<file path="src/rtl/mem_arbiter.sv">
// Round-robin arbiter that gives the instruction-fetch port (0) and the load/store port (1)
// one-at-a-time access to a single-port memory, with a registered response two cycles after accept.
module mem_arbiter #(
  parameter int DATA_WIDTH = 64,
  parameter int ADDR_WIDTH = 10
) (
  input  logic                  i_clk,
  input  logic                  i_arst,
  input  logic                  i_req0_valid,
  input  logic                  i_req0_we,
  input  logic [ADDR_WIDTH-1:0] i_req0_addr,
  input  logic [DATA_WIDTH-1:0] i_req0_wdata,
  input  logic                  i_req1_valid,
  input  logic                  i_req1_we,
  input  logic [ADDR_WIDTH-1:0] i_req1_addr,
  input  logic [DATA_WIDTH-1:0] i_req1_wdata,
  output logic                  o_req0_ready,
  output logic                  o_req1_ready,
  output logic                  o_rsp0_valid,
  output logic                  o_rsp1_valid,
  output logic [DATA_WIDTH-1:0] o_rsp_rdata,
  output logic                  o_mem_write_en,
  output logic [ADDR_WIDTH-1:0] o_mem_addr,
  output logic [DATA_WIDTH-1:0] o_mem_write_data,
  input  logic [DATA_WIDTH-1:0] i_mem_read_data,
  output logic [1:0]            o_dbg_state
);

  // Handshake: a request transfers on a cycle where valid and ready are both high; the requester
  // holds valid and its fields stable until then. Responses are single-cycle strobes, never stalled.
  typedef enum logic [1:0] {
    ST_IDLE   = 2'd0,
    ST_ACCESS = 2'd1,
    ST_RESP   = 2'd2
  } state_e;

  state_e                state_q, state_d;
  logic                  prio_q, prio_d;
  logic                  port_q, port_d;
  logic                  we_q, we_d;
  logic [ADDR_WIDTH-1:0] addr_q, addr_d;
  logic [DATA_WIDTH-1:0] wdata_q, wdata_d;
  logic [DATA_WIDTH-1:0] rdata_q, rdata_d;

  logic window;
  logic accept;
  logic win_port;

  // A new request may be taken while the previous response is on the bus.
  assign window   = (state_q == ST_IDLE) || (state_q == ST_RESP);
  assign accept   = window && (i_req0_valid || i_req1_valid);
  assign win_port = (i_req0_valid && i_req1_valid) ? prio_q : i_req1_valid;

  always_ff @(posedge i_clk or posedge i_arst) begin
    if (i_arst) state_q <= ST_IDLE;
    else        state_q <= state_d;
  end

  always_comb begin
    state_d = state_q;
    case (state_q)
      ST_IDLE:   if (accept) state_d = ST_ACCESS;
      ST_ACCESS: state_d = ST_RESP;
      ST_RESP:   state_d = accept ? ST_ACCESS : ST_IDLE;
      default:   state_d = ST_IDLE;
    endcase
  end

  always_comb begin
    o_req0_ready   = accept && !win_port;
    o_req1_ready   = accept && win_port;
    o_rsp0_valid   = (state_q == ST_RESP) && !port_q;
    o_rsp1_valid   = (state_q == ST_RESP) && port_q;
    o_mem_write_en = (state_q == ST_ACCESS) && we_q;
    o_dbg_state    = state_q;
  end

  assign o_mem_addr       = addr_q;
  assign o_mem_write_data = wdata_q;
  assign o_rsp_rdata      = rdata_q;

  always_comb begin
    prio_d  = prio_q;
    port_d  = port_q;
    we_d    = we_q;
    addr_d  = addr_q;
    wdata_d = wdata_q;
    rdata_d = rdata_q;
    if (accept) begin
      prio_d  = !win_port;
      port_d  = win_port;
      we_d    = win_port ? i_req1_we    : i_req0_we;
      addr_d  = win_port ? i_req1_addr  : i_req0_addr;
      wdata_d = win_port ? i_req1_wdata : i_req0_wdata;
    end
    // Captured in the same cycle as a write, so a write returns the old contents.
    if (state_q == ST_ACCESS) rdata_d = i_mem_read_data;
  end

  always_ff @(posedge i_clk or posedge i_arst) begin
    if (i_arst) begin
      prio_q  <= 1'b0;
      port_q  <= 1'b0;
      we_q    <= 1'b0;
      addr_q  <= '0;
      wdata_q <= '0;
      rdata_q <= '0;
    end else begin
      prio_q  <= prio_d;
      port_q  <= port_d;
      we_q    <= we_d;
      addr_q  <= addr_d;
      wdata_q <= wdata_d;
      rdata_q <= rdata_d;
    end
  end

endmodule

</file>
<file path="config.mk">
export PLATFORM = sky130hd
export DESIGN_NAME = mem_arbiter
export DESIGN_NICKNAME = d
export VERILOG_FILES = /design/src/rtl/mem_arbiter.sv
export SDC_FILE = /design/constraint.sdc
export NUM_CORES = 1
export LEC_CHECK = 0
export CAP_MARGIN = 20
export CORE_AREA = 2 2 143 145
export CTS_CLUSTER_DIAMETER = 150
export DETAILED_ROUTE_END_ITERATION = 16
export DIE_AREA = 0 0 145 147
export GPL_ROUTABILITY_DRIVEN = 0
export GPL_TIMING_DRIVEN = 0
export PLACE_DENSITY = 0.63
export REMOVE_ABC_BUFFERS = 1
export SLEW_MARGIN = 10
export SYNTH_ARGS = -nofsm -noshare
export SYNTH_HDL_FRONTEND = slang
export SYNTH_SLANG_ARGS = --single-unit
</file>
<file path="constraint.sdc">
create_clock -name i_clk -period 9.4 [get_ports i_clk]
set_clock_uncertainty 0.1 [all_clocks]
set_input_delay 1.41 -clock i_clk [delete_from_list [all_inputs] [get_ports i_clk]]
set_output_delay 1.41 -clock i_clk [all_outputs]
set_load 0.01 [all_outputs]
</file>
## Word-level counts from Yosys, hierarchy flattened

Cells that the tools add are included.

- Equality and inequality tests: 3
- Mux-type cells: 7
- Reduce and logical (&&, ||, !) cells: 12

Operators by type and width:

| operator | number |
|---|---|
| 2-to-1 mux 64 bit | 1 |
| 2-to-1 mux 10 bit | 1 |
| logical AND 1 bit | 7 |
| one-hot mux 2 bit (3 select lines) | 1 |
| 2-to-1 mux 1 bit | 3 |
| equality test 2 x 1 -> 1 bit, second input constant | 1 |
| equality test 2 bit, second input constant | 1 |
| logical NOT 1 bit | 2 |
| logical NOT 2 bit | 1 |
| logical OR 1 bit | 2 |
| 2-to-1 mux 2 bit | 1 |
| inequality test 2 bit, second input constant | 1 |

- Register bits: 143
- Output and inout port bits: 145
- Logic and storage cells: 29

## Depth between registers and ports, before layout

Gate-level depths: netlist of the first run.

- Depth in word-level cells: 5
- Depth in mapped cells: 5
- Gate-level depth less buffers: 3

## Worst setup path before layout of the first run

No wires, ideal clock.

- Kind: input port to output port
- Start point: input port i_req0_valid
- End point: output port o_req1_ready
- Data arrival time: 1.972 ns
- Required time: 7.890 ns
- Slack: 5.918 ns
- Stages: 3
- Path buffers: 1
- Cells stage by stage: inv_2 > o211a_1 > clkbuf_1

- Word-level cells in the longest chain between the ends: 3

RTL lines:

| what | line | RTL |
|---|---|---|
| start, declared | 9 | `input logic i_req0_valid,` |
| logical AND 1 bit / logical OR 1 bit (equally long branches) | 52, 51 |  |
| 2-to-1 mux 1 bit / logical AND 1 bit (equally long branches) | 52, 51 |  |
| logical AND 1 bit * | 71 | `o_req1_ready = accept && win_port;` |
| end, declared | 18 | `output logic o_req1_ready,` |

Mark *: on every way between the ends. The rest lies on a longest branch, timed or not.

## Worst setup path after layout of the first run

- Start point: input port i_req1_valid
- End point: output port o_req1_ready

- Word-level cells in the longest chain between the ends: 3

RTL lines:

| what | line | RTL |
|---|---|---|
| start, declared | 13 | `input logic i_req1_valid,` |
| logical AND 1 bit / logical OR 1 bit (equally long branches) | 52, 51 |  |
| 2-to-1 mux 1 bit / logical AND 1 bit (equally long branches) | 52, 51 |  |
| logical AND 1 bit * | 71 |  |

Marked as above.

==> impl_metrics.yaml, run 1 <==
run_status:
  status: "finished, final reports clean"
yosys:
  synth_seq_cells: 143
  synthCells: 402
  syn_avg_cell_area_sq_um: 14.39
  synth.top_cells.by_area: "dfrtp_1 (62%), a221o_1 (13%), mux2_2 (12%)"
  yosysTopAreaCellShare_pct: 61.85
  yosysWarnings: 0
  synth-seq-area-share_pct: 61.85
  synth_top_cell_by_area: "dfrtp_1"
  netlist-cell-type-count: 19
  syn_area_sq_mm: 0.005786
cts:
  numCtsBuffers: 17
  clk_pin_slew_ns: 0.06
  clock_path_buffers: 2
  clock_sinks: 143
  cts.htree.levels: 4
  cts_tree: "yes"
  clockRootBuffer: "clkbuf_16"
  clkLatencyLatePin_ns: 0.41
  post_cts_resized: 0
  hold_buffers: 0
  cts_setup_buffers: 0
finish:
  final_nets: 977
  utilization_pct: 52.16
  final_area_sq_mm: 0.01035
  drive_above_1_share_pct: 14.12
  num_antenna_cells: 0
  multi_input_area_sq_mm: 0.002046
  final_cell_mix: "clkdlybuf4s50_1 (362), dfrtp_1 (143), a221o_1 (75), mux2_2 (64), and2_1 (64)"
  fin_cells: 1042
  layout_commonest_cell: "clkdlybuf4s50_1"
  syn_to_final_growth_pct: 78.89
  seq_area_sq_mm: 0.003578
  n_fill_cell: 1727
routing:
  drtAntennaViolNets: 0
  first_pass_iters: 4
  highest_layer: "met4"
  wire_per_inst_um: 18.67
  met3WireLength_um: 1462
  wl_met1_um: 7883
  wl_met2_um: 9640
  vias_per_cell: 4.661
  dr_total_vias: 4857
  drc: 0
  wirelength_um: 19450
  drt_iter0_markers: 160
sta:
  period_minus_slack_ns: 4.817
  hold_viol: 0
  relSlewSlack_pct: 42.64
  rsz0062_at_grt: "no"
  setup_viol: 0
  holdWs_ns: 0.4013
  maxSlewViolCount: 0
  fin_tns_setup_ns: 0
  maxClockFrequency_mhz: 207.6
  tightest_slew_ns: 0.8603
  period_share_pct: 51.24
  setup_ws_ns: 4.583
placement:
  io_buffers: 362
  dp.cells: 1010
  dpl.hpwl_um: 14660
  dpl_cell_area_sq_mm: 0.009744
  dpl_worst_slack_ns: 4.587
grt:
  grt_usage_pct: 18.32
  first_global_vias: 5358
  grt_start_max_net_pins: 87
  grt_pass1_wl_um: 30490
  grt_remaining_overflow: 0
  antenna_found_initial: 0
worst_setup_path:
  crit_path_start_kind: "input port"
  critPathMaxFanout: 65
  path_common_cell: "clkdlybuf4s50_1"
  slowest_stage: "clkdlybuf4s50_1"
  crit_path_max_incr_delay_ns: 0.61
  crit_path_end_kind: "primary output"
  crit_type: "input port to primary output"
  worst_ep_arrival_time_ns: 3.31
  crit_chain: "clkdlybuf4s50_1, o211a_4, buf_16, clkdlybuf4s50_1"
  required_ns: 7.89
pwr:
  clockPowerShare_pct: 30.0
  power_mw: 2.295
  ir_drop_uv: 126.2
  switching_share_pct: 27.82
  p_int_mw: 1.656
  seq_power_share_pct: 36.7
  p_switching_uw: 638.6
  power_density_mw_per_mm2: 221.7
  p_comb_share_pct: 33.3
  p_leak_nw: 4.252
worst_hold_path:
  min_path_type: "flip-flop to flip-flop"
die:
  row_count: 52
  io_pins: 363
  dieWidth_um: 145
  die_area_sq_mm: 0.02132
  initial_core_util_pct: 29.16
  core_sq_mm: 0.01984
  die_h_um: 147
job:
  cap_violations: 0
## flip-flops by register name, summed over array words and instances (netlist names)
signal / flops
o_mem_write_data: 64
prio_q: 1
o_rsp_rdata: 64
port_q: 1
o_dbg_state: 2
o_mem_addr: 10
we_q: 1
## layer usage
metal  GRT usage [%]  up-vias
met2           31.67      263
met5               0        -
met4           6.287        0
met1           21.52     2347
met3           5.963       33
li1                -     2214
## path summary, 6_finish.rpt
check                           slack (ns)            start  depth (start not counted)                    to
worst max-delay path                  4.58     i_req1_valid                          4          o_req1_ready
worst min-delay path                  0.40  o_rsp_rdata[25]                          1       o_rsp_rdata[25]
worst max register to register        7.54   o_dbg_state[0]                          4  o_mem_write_data[15]
worst min register to register        0.40  o_rsp_rdata[25]                          1       o_rsp_rdata[25]
max in group asynchronous             7.06           i_arst                          3  o_mem_write_data[57]
min in group asynchronous             1.32           i_arst                          2        o_rsp_rdata[0]
## kinds of logic after synthesis
logic type | share of synthesized area, %
flip-flops | 61.85
AO/OA/AOI/OAI | 13.82
multiplexers | 12.46
AND/OR/NAND/NOR | 8.564
buffers and inverters | 3.309
## worst max-delay path, delay by kind of cell
family	cells	cell delay, ns
compound gates	1	0.35
buf+inv	3	1.50
## layout make-up
type                    count  area share, %
inverters                   5         0.2297
well taps                 270          3.264
multi-input cells         223          19.77
clock buffers              19          4.376
repair buffers            369          36.32
flip-flops and latches    143          34.57
clock inverters            13          1.475
## synth_stat cells, drive strengths merged
cell type	n
and3	1
nand2b	1
clkbuf	11
a21o	2
and2	76
a211oi	1
a221o	75
dfrtp	143
o211a	1
buf	20
inv	5
nor3b	1
o21bai	1
mux2	64
## power groups by stage
stage	clock (mW)	combinational (mW)	sequential [mW]
floorplan	0	0.223	0.914
global placement	0	0.755	0.846
detailed placement	0	0.774	0.851
CTS	0.707	0.776	0.844
global route	0.739	0.811	0.863
finish	0.688	0.765	0.842
(Power assumes the default switching activity.)
==> run 2, diff against run 1 <==
--- a/config.mk
+++ b/config.mk
@@ -6,13 +6,13 @@
 export NUM_CORES = 1
 export LEC_CHECK = 0
 export CAP_MARGIN = 20
-export CORE_AREA = 2 2 143 145
+export CORE_AREA = 2 2 140 142
 export CTS_CLUSTER_DIAMETER = 150
 export DETAILED_ROUTE_END_ITERATION = 16
-export DIE_AREA = 0 0 145 147
+export DIE_AREA = 0 0 142 144
 export GPL_ROUTABILITY_DRIVEN = 0
 export GPL_TIMING_DRIVEN = 0
-export PLACE_DENSITY = 0.63
+export PLACE_DENSITY = 0.66
 export REMOVE_ABC_BUFFERS = 1
 export SLEW_MARGIN = 10
 export SYNTH_ARGS = -nofsm -noshare
==> constraint.sdc (replaced) <==
create_clock -name i_clk -period 5.04 [get_ports i_clk]
set_clock_uncertainty 0.1 [all_clocks]
set_input_delay 0.756 -clock i_clk [delete_from_list [all_inputs] [get_ports i_clk]]
set_output_delay 0.756 -clock i_clk [all_outputs]
set_load 0.01 [all_outputs]
==> impl_metrics.yaml, run 2 (same netlist as run 1, synthesis figures left out) <==
cts:
  clock_sinks: 143
  post_cts_resized: 0
  clock_path_buffers: 2
  clk_pin_slew_ns: 0.06
  cts_tree: "yes"
  cts.htree.levels: 4
  clkLatencyLatePin_ns: 0.41
  cts_setup_buffers: 0
  hold_buffers: 0
  numCtsBuffers: 17
  clockRootBuffer: "clkbuf_16"
run_status:
  status: "finished, final reports clean"
sta:
  holdWs_ns: 0.4033
  period_minus_slack_ns: 3.720
  fin_tns_setup_ns: 0
  hold_viol: 0
  maxSlewViolCount: 0
  period_share_pct: 73.81
  setup_viol: 0
  maxClockFrequency_mhz: 268.8
  tightest_slew_ns: 0.9103
  relSlewSlack_pct: 39.12
  setup_ws_ns: 1.320
  rsz0062_at_grt: "no"
worst_setup_path:
  crit_path_start_kind: "input port"
  crit_path_end_kind: "primary output"
  crit_path_max_incr_delay_ns: 0.77
  required_ns: 4.18
  worst_ep_arrival_time_ns: 2.86
  crit_chain: "clkdlybuf4s50_1, inv_2, a211oi_4, clkdlybuf4s50_1"
  critPathMaxFanout: 17
  slowest_stage: "a211oi_4"
  path_common_cell: "clkdlybuf4s50_1"
  crit_type: "input port to primary output"
placement:
  io_buffers: 362
  dpl_cell_area_sq_mm: 0.009702
  dpl.hpwl_um: 13840
  dp.cells: 977
  dpl_worst_slack_ns: 1.356
die:
  row_count: 51
  core_sq_mm: 0.01908
  io_pins: 363
  die_area_sq_mm: 0.02045
  die_h_um: 144
  initial_core_util_pct: 30.32
  dieWidth_um: 142
pwr:
  ir_drop_uv: 211.4
  power_density_mw_per_mm2: 409.7
  p_leak_nw: 4.242
finish:
  final_cell_mix: "clkdlybuf4s50_1 (362), dfrtp_1 (143), a221o_1 (75), mux2_2 (64), and2_1 (64)"
  final_area_sq_mm: 0.01027
  layout_commonest_cell: "clkdlybuf4s50_1"
  n_fill_cell: 1607
  num_antenna_cells: 0
  syn_to_final_growth_pct: 77.60
  final_nets: 976
  fin_cells: 1009
  drive_above_1_share_pct: 14.01
routing:
  wire_per_inst_um: 18.31
  drtAntennaViolNets: 0
  drc: 0
  first_pass_iters: 4
  drt_iter0_markers: 160
  dr_total_vias: 4806
  vias_per_cell: 4.763
  wirelength_um: 18470
grt:
  first_global_vias: 5088
  grt_remaining_overflow: 0
  antenna_found_initial: 0
  grt_usage_pct: 17.67
  grt_pass1_wl_um: 27920
  grt_start_max_net_pins: 80
job:
  cap_violations: 0
worst_hold_path:
  min_path_type: "flip-flop to flip-flop"
-- run 2: changes by cell type in the layout (fill, tap and decap cells not counted), moves of 2 or more --
cell / change
clkbuf_8: -2
inv_6: +4
inv_8: +2
buf_8: -2
clkinv_2: +2
clkinv_4: -4
-- run 2: through the flow --
step / utilization, % / power [mW]
after CTS: 53.85 / 4.274
after global placement: 49.97 / 2.977
after detailed placement: 50.85 / 3.020
final: 53.85 / 4.209
after floorplan: - / 2.119
after global routing: 53.85 / 4.428
-- run 2: layout make-up --
cell class                      instances  area (sq um)  area share, %
Timing Repair Buffer                  368          3756          36.56
Sequential cell                       143          3578          34.83
Multi-Input combinational cell        223          2046          19.91
Clock buffer                           17         425.4          4.140
Tap cell                              238         297.8          2.898
Clock inverter                         15         147.6          1.437
Inverter                                5         23.77         0.2314
-- run 2: per-layer routing --
metal / part of all wire [%] / track usage, % / vias to the layer above
met1: 39 / 20.32 / 2325
met4: 2.0 / 5.895 / 0
met3: 8.6 / 5.993 / 25
li1: - / - / 2210
met2: 51 / 30.94 / 246
met5: 0 / 0 / -
-- run 2: final timing paths --
path,startpoint,slack (ns),cells after the start,to
worst max-delay path,i_req0_valid,1.32,4,o_req0_ready
worst min-delay path,o_rsp_rdata[16],0.40,1,o_rsp_rdata[16]
worst max register to register,prio_q,3.00,4,o_mem_write_data[4]
worst min register to register,o_rsp_rdata[16],0.40,1,o_rsp_rdata[16]
max in group asynchronous,i_arst,3.32,3,o_mem_write_data[28]
min in group asynchronous,i_arst,0.72,2,o_rsp_rdata[46]
-- run 2: worst max-delay path: cells and delay by family --
kind / cells / cell delay, ns
buf+inv: 3 / 1.33
compound gates: 1 / 0.77
-- run 2: power breakdown --
| part | switching, mW | internal [mW] | total (mW) |
|---|---|---|---|
| Sequential | 0.144 | 1.43 | 1.57 |
| Combinational | 0.516 | 0.898 | 1.41 |
| Clock | 0.529 | 0.698 | 1.23 |
==> run 3, diff against run 2 <==
--- a/config.mk
+++ b/config.mk
@@ -12,7 +12,7 @@
 export DIE_AREA = 0 0 142 144
 export GPL_ROUTABILITY_DRIVEN = 0
 export GPL_TIMING_DRIVEN = 0
-export PLACE_DENSITY = 0.66
+export PLACE_DENSITY = 0.69
 export REMOVE_ABC_BUFFERS = 1
 export SLEW_MARGIN = 10
 export SYNTH_ARGS = -nofsm -noshare
==> constraint.sdc (replaced) <==
create_clock -name i_clk -period 3.1 [get_ports i_clk]
set_clock_uncertainty 0.1 [all_clocks]
set_input_delay 0.465 -clock i_clk [delete_from_list [all_inputs] [get_ports i_clk]]
set_output_delay 0.465 -clock i_clk [all_outputs]
set_load 0.01 [all_outputs]
==> impl_metrics.yaml, run 3 (same netlist as run 1, synthesis figures left out) <==
finish:
  layout_commonest_cell: "clkdlybuf4s50_1"
  final_area_sq_mm: 0.01029
  syn_to_final_growth_pct: 77.92
  drive_above_1_share_pct: 14.47
  final_cell_mix: "clkdlybuf4s50_1 (362), dfrtp_1 (142), a221o_1 (75), mux2_2 (64), and2_1 (64)"
  utilization_pct: 53.95
  num_antenna_cells: 0
  fin_cells: 1012
  final_nets: 979
worst_setup_path:
  worst_ep_arrival_time_ns: 2.44
  crit_chain: "clkdlybuf4s50_1, a211oi_4, clkdlybuf4s50_1"
  slowest_stage: "a211oi_4"
  path_common_cell: "clkdlybuf4s50_1"
  crit_path_start_kind: "input port"
  crit_path_end_kind: "primary output"
  r2r-start: "o_dbg_state[0]"
  required_ns: 2.53
  reg2reg_slack_ns: 0.84
  r2r-end: "o_mem_write_data[36]"
  critPathMaxFanout: 10
  rr_worst_depth: 6
  crit_type: "input port to primary output"
  crit_path_max_incr_delay_ns: 0.69
placement:
  dpl.hpwl_um: 13770
  dpl_cell_area_sq_mm: 0.009712
  dpl_worst_slack_ns: -0.04313
  io_buffers: 362
  dp.cells: 978
grt:
  grt_usage_pct: 17.77
  grt_remaining_overflow: 0
  grt_start_max_net_pins: 81
  first_global_vias: 5027
  antenna_found_initial: 0
  grt_pass1_wl_um: 27890
routing:
  wl_met1_um: 7706
  drt_iter0_markers: 212
  first_pass_iters: 4
  dr_total_vias: 4846
  drtAntennaViolNets: 0
  met3WireLength_um: 1698
  wire_per_inst_um: 19.00
  highest_layer: "met4"
  vias_per_cell: 4.789
  drc: 0
  wirelength_um: 19230
  wl_met2_um: 9429
cts:
  clock_sinks: 143
  numCtsBuffers: 17
  clkLatencyLatePin_ns: 0.41
  cts.htree.levels: 4
  hold_buffers: 0
  cts_tree: "yes"
  clock_path_buffers: 2
  clockRootBuffer: "clkbuf_16"
  clk_pin_slew_ns: 0.06
run_status:
  status: "finished, final reports clean"
die:
  dieWidth_um: 142
  die_h_um: 144
  row_count: 51
  io_pins: 363
  core_sq_mm: 0.01908
  initial_core_util_pct: 30.32
  die_area_sq_mm: 0.02045
worst_hold_path:
  holdCritStartpoint: "o_rsp_rdata[29]"
  min_path_type: "flip-flop to flip-flop"
  whs_endpoint: "o_rsp_rdata[29]"
  hold_depth: 1
sta:
  maxClockFrequency_mhz: 332.9
  setup_viol: 0
  hold_viol: 0
  relSlewSlack_pct: 40.47
  period_share_pct: 96.90
  maxSlewViolCount: 0
  period_minus_slack_ns: 3.004
  setup_ws_ns: 0.09619
  tightest_slew_ns: 0.8906
  rsz0062_at_grt: "no"
pwr:
  ir_drop_uv: 336.6
  power_mw: 6.824
  power_density_mw_per_mm2: 663.0
  p_leak_nw: 4.235
job:
  cap_violations: 0
-- run 3: worst max-delay path by stage --
stage	end	from	depth (start not counted)
after floorplan	o_dbg_state[0]	i_arst	1
after global placement	o_req0_ready	i_req0_valid	4
after detailed placement	o_req0_ready	i_req0_valid	4
after CTS	o_mem_write_en	o_dbg_state[0]	4
after global routing	o_req0_ready	i_req1_valid	3
final	o_req0_ready	i_req1_valid	3
-- run 3: where the power goes --
group          switching [mW]  internal, mW
clock                   0.875          1.07
sequential              0.245          2.32
combinational           0.850          1.46
total                    1.97          4.85
-- run 3: layer usage --
layer	vias up	track usage (%)
met5	-	0
met4	0	7.105
met3	21	5.795
met2	266	29.49
met1	2341	21.45
li1	2218	-
-- run 3: metrics by stage --
stage                      TNS, ns  hold slack [ns]
after CTS                        0           0.4050
after detailed placement  -0.04313           0.3911
final                            0           0.4012
after global routing             0           0.4156
after global placement     -630.75           0.3840
after floorplan            -217.26           0.3661
-- run 3: what timing repair did --
item | CTS | global route
endpoints found under the setup margin | 1 | 1
endpoints found under the hold margin | 0 | 0
resized for setup | 1 | 0
setup buffers | 0 | 0
gates cloned | 1 | 1
pin swaps | 1 | 0
-- run 3: worst max-delay path, delay by kind of cell --
kind	cells	cell delay (ns)
compound gates	1	0.69
buf+inv	2	1.28
-- run 3: area by class of cell --
class / instances / area [sq um]
Multi-Input combinational cell: 225 / 2067
Tap cell: 238 / 297.8
Sequential cell: 143 / 3580
Inverter: 5 / 23.77
Timing Repair Buffer: 369 / 3766
Clock inverter: 14 / 120.1
Clock buffer: 18 / 439.2
Fill cell: 1589 / 8786
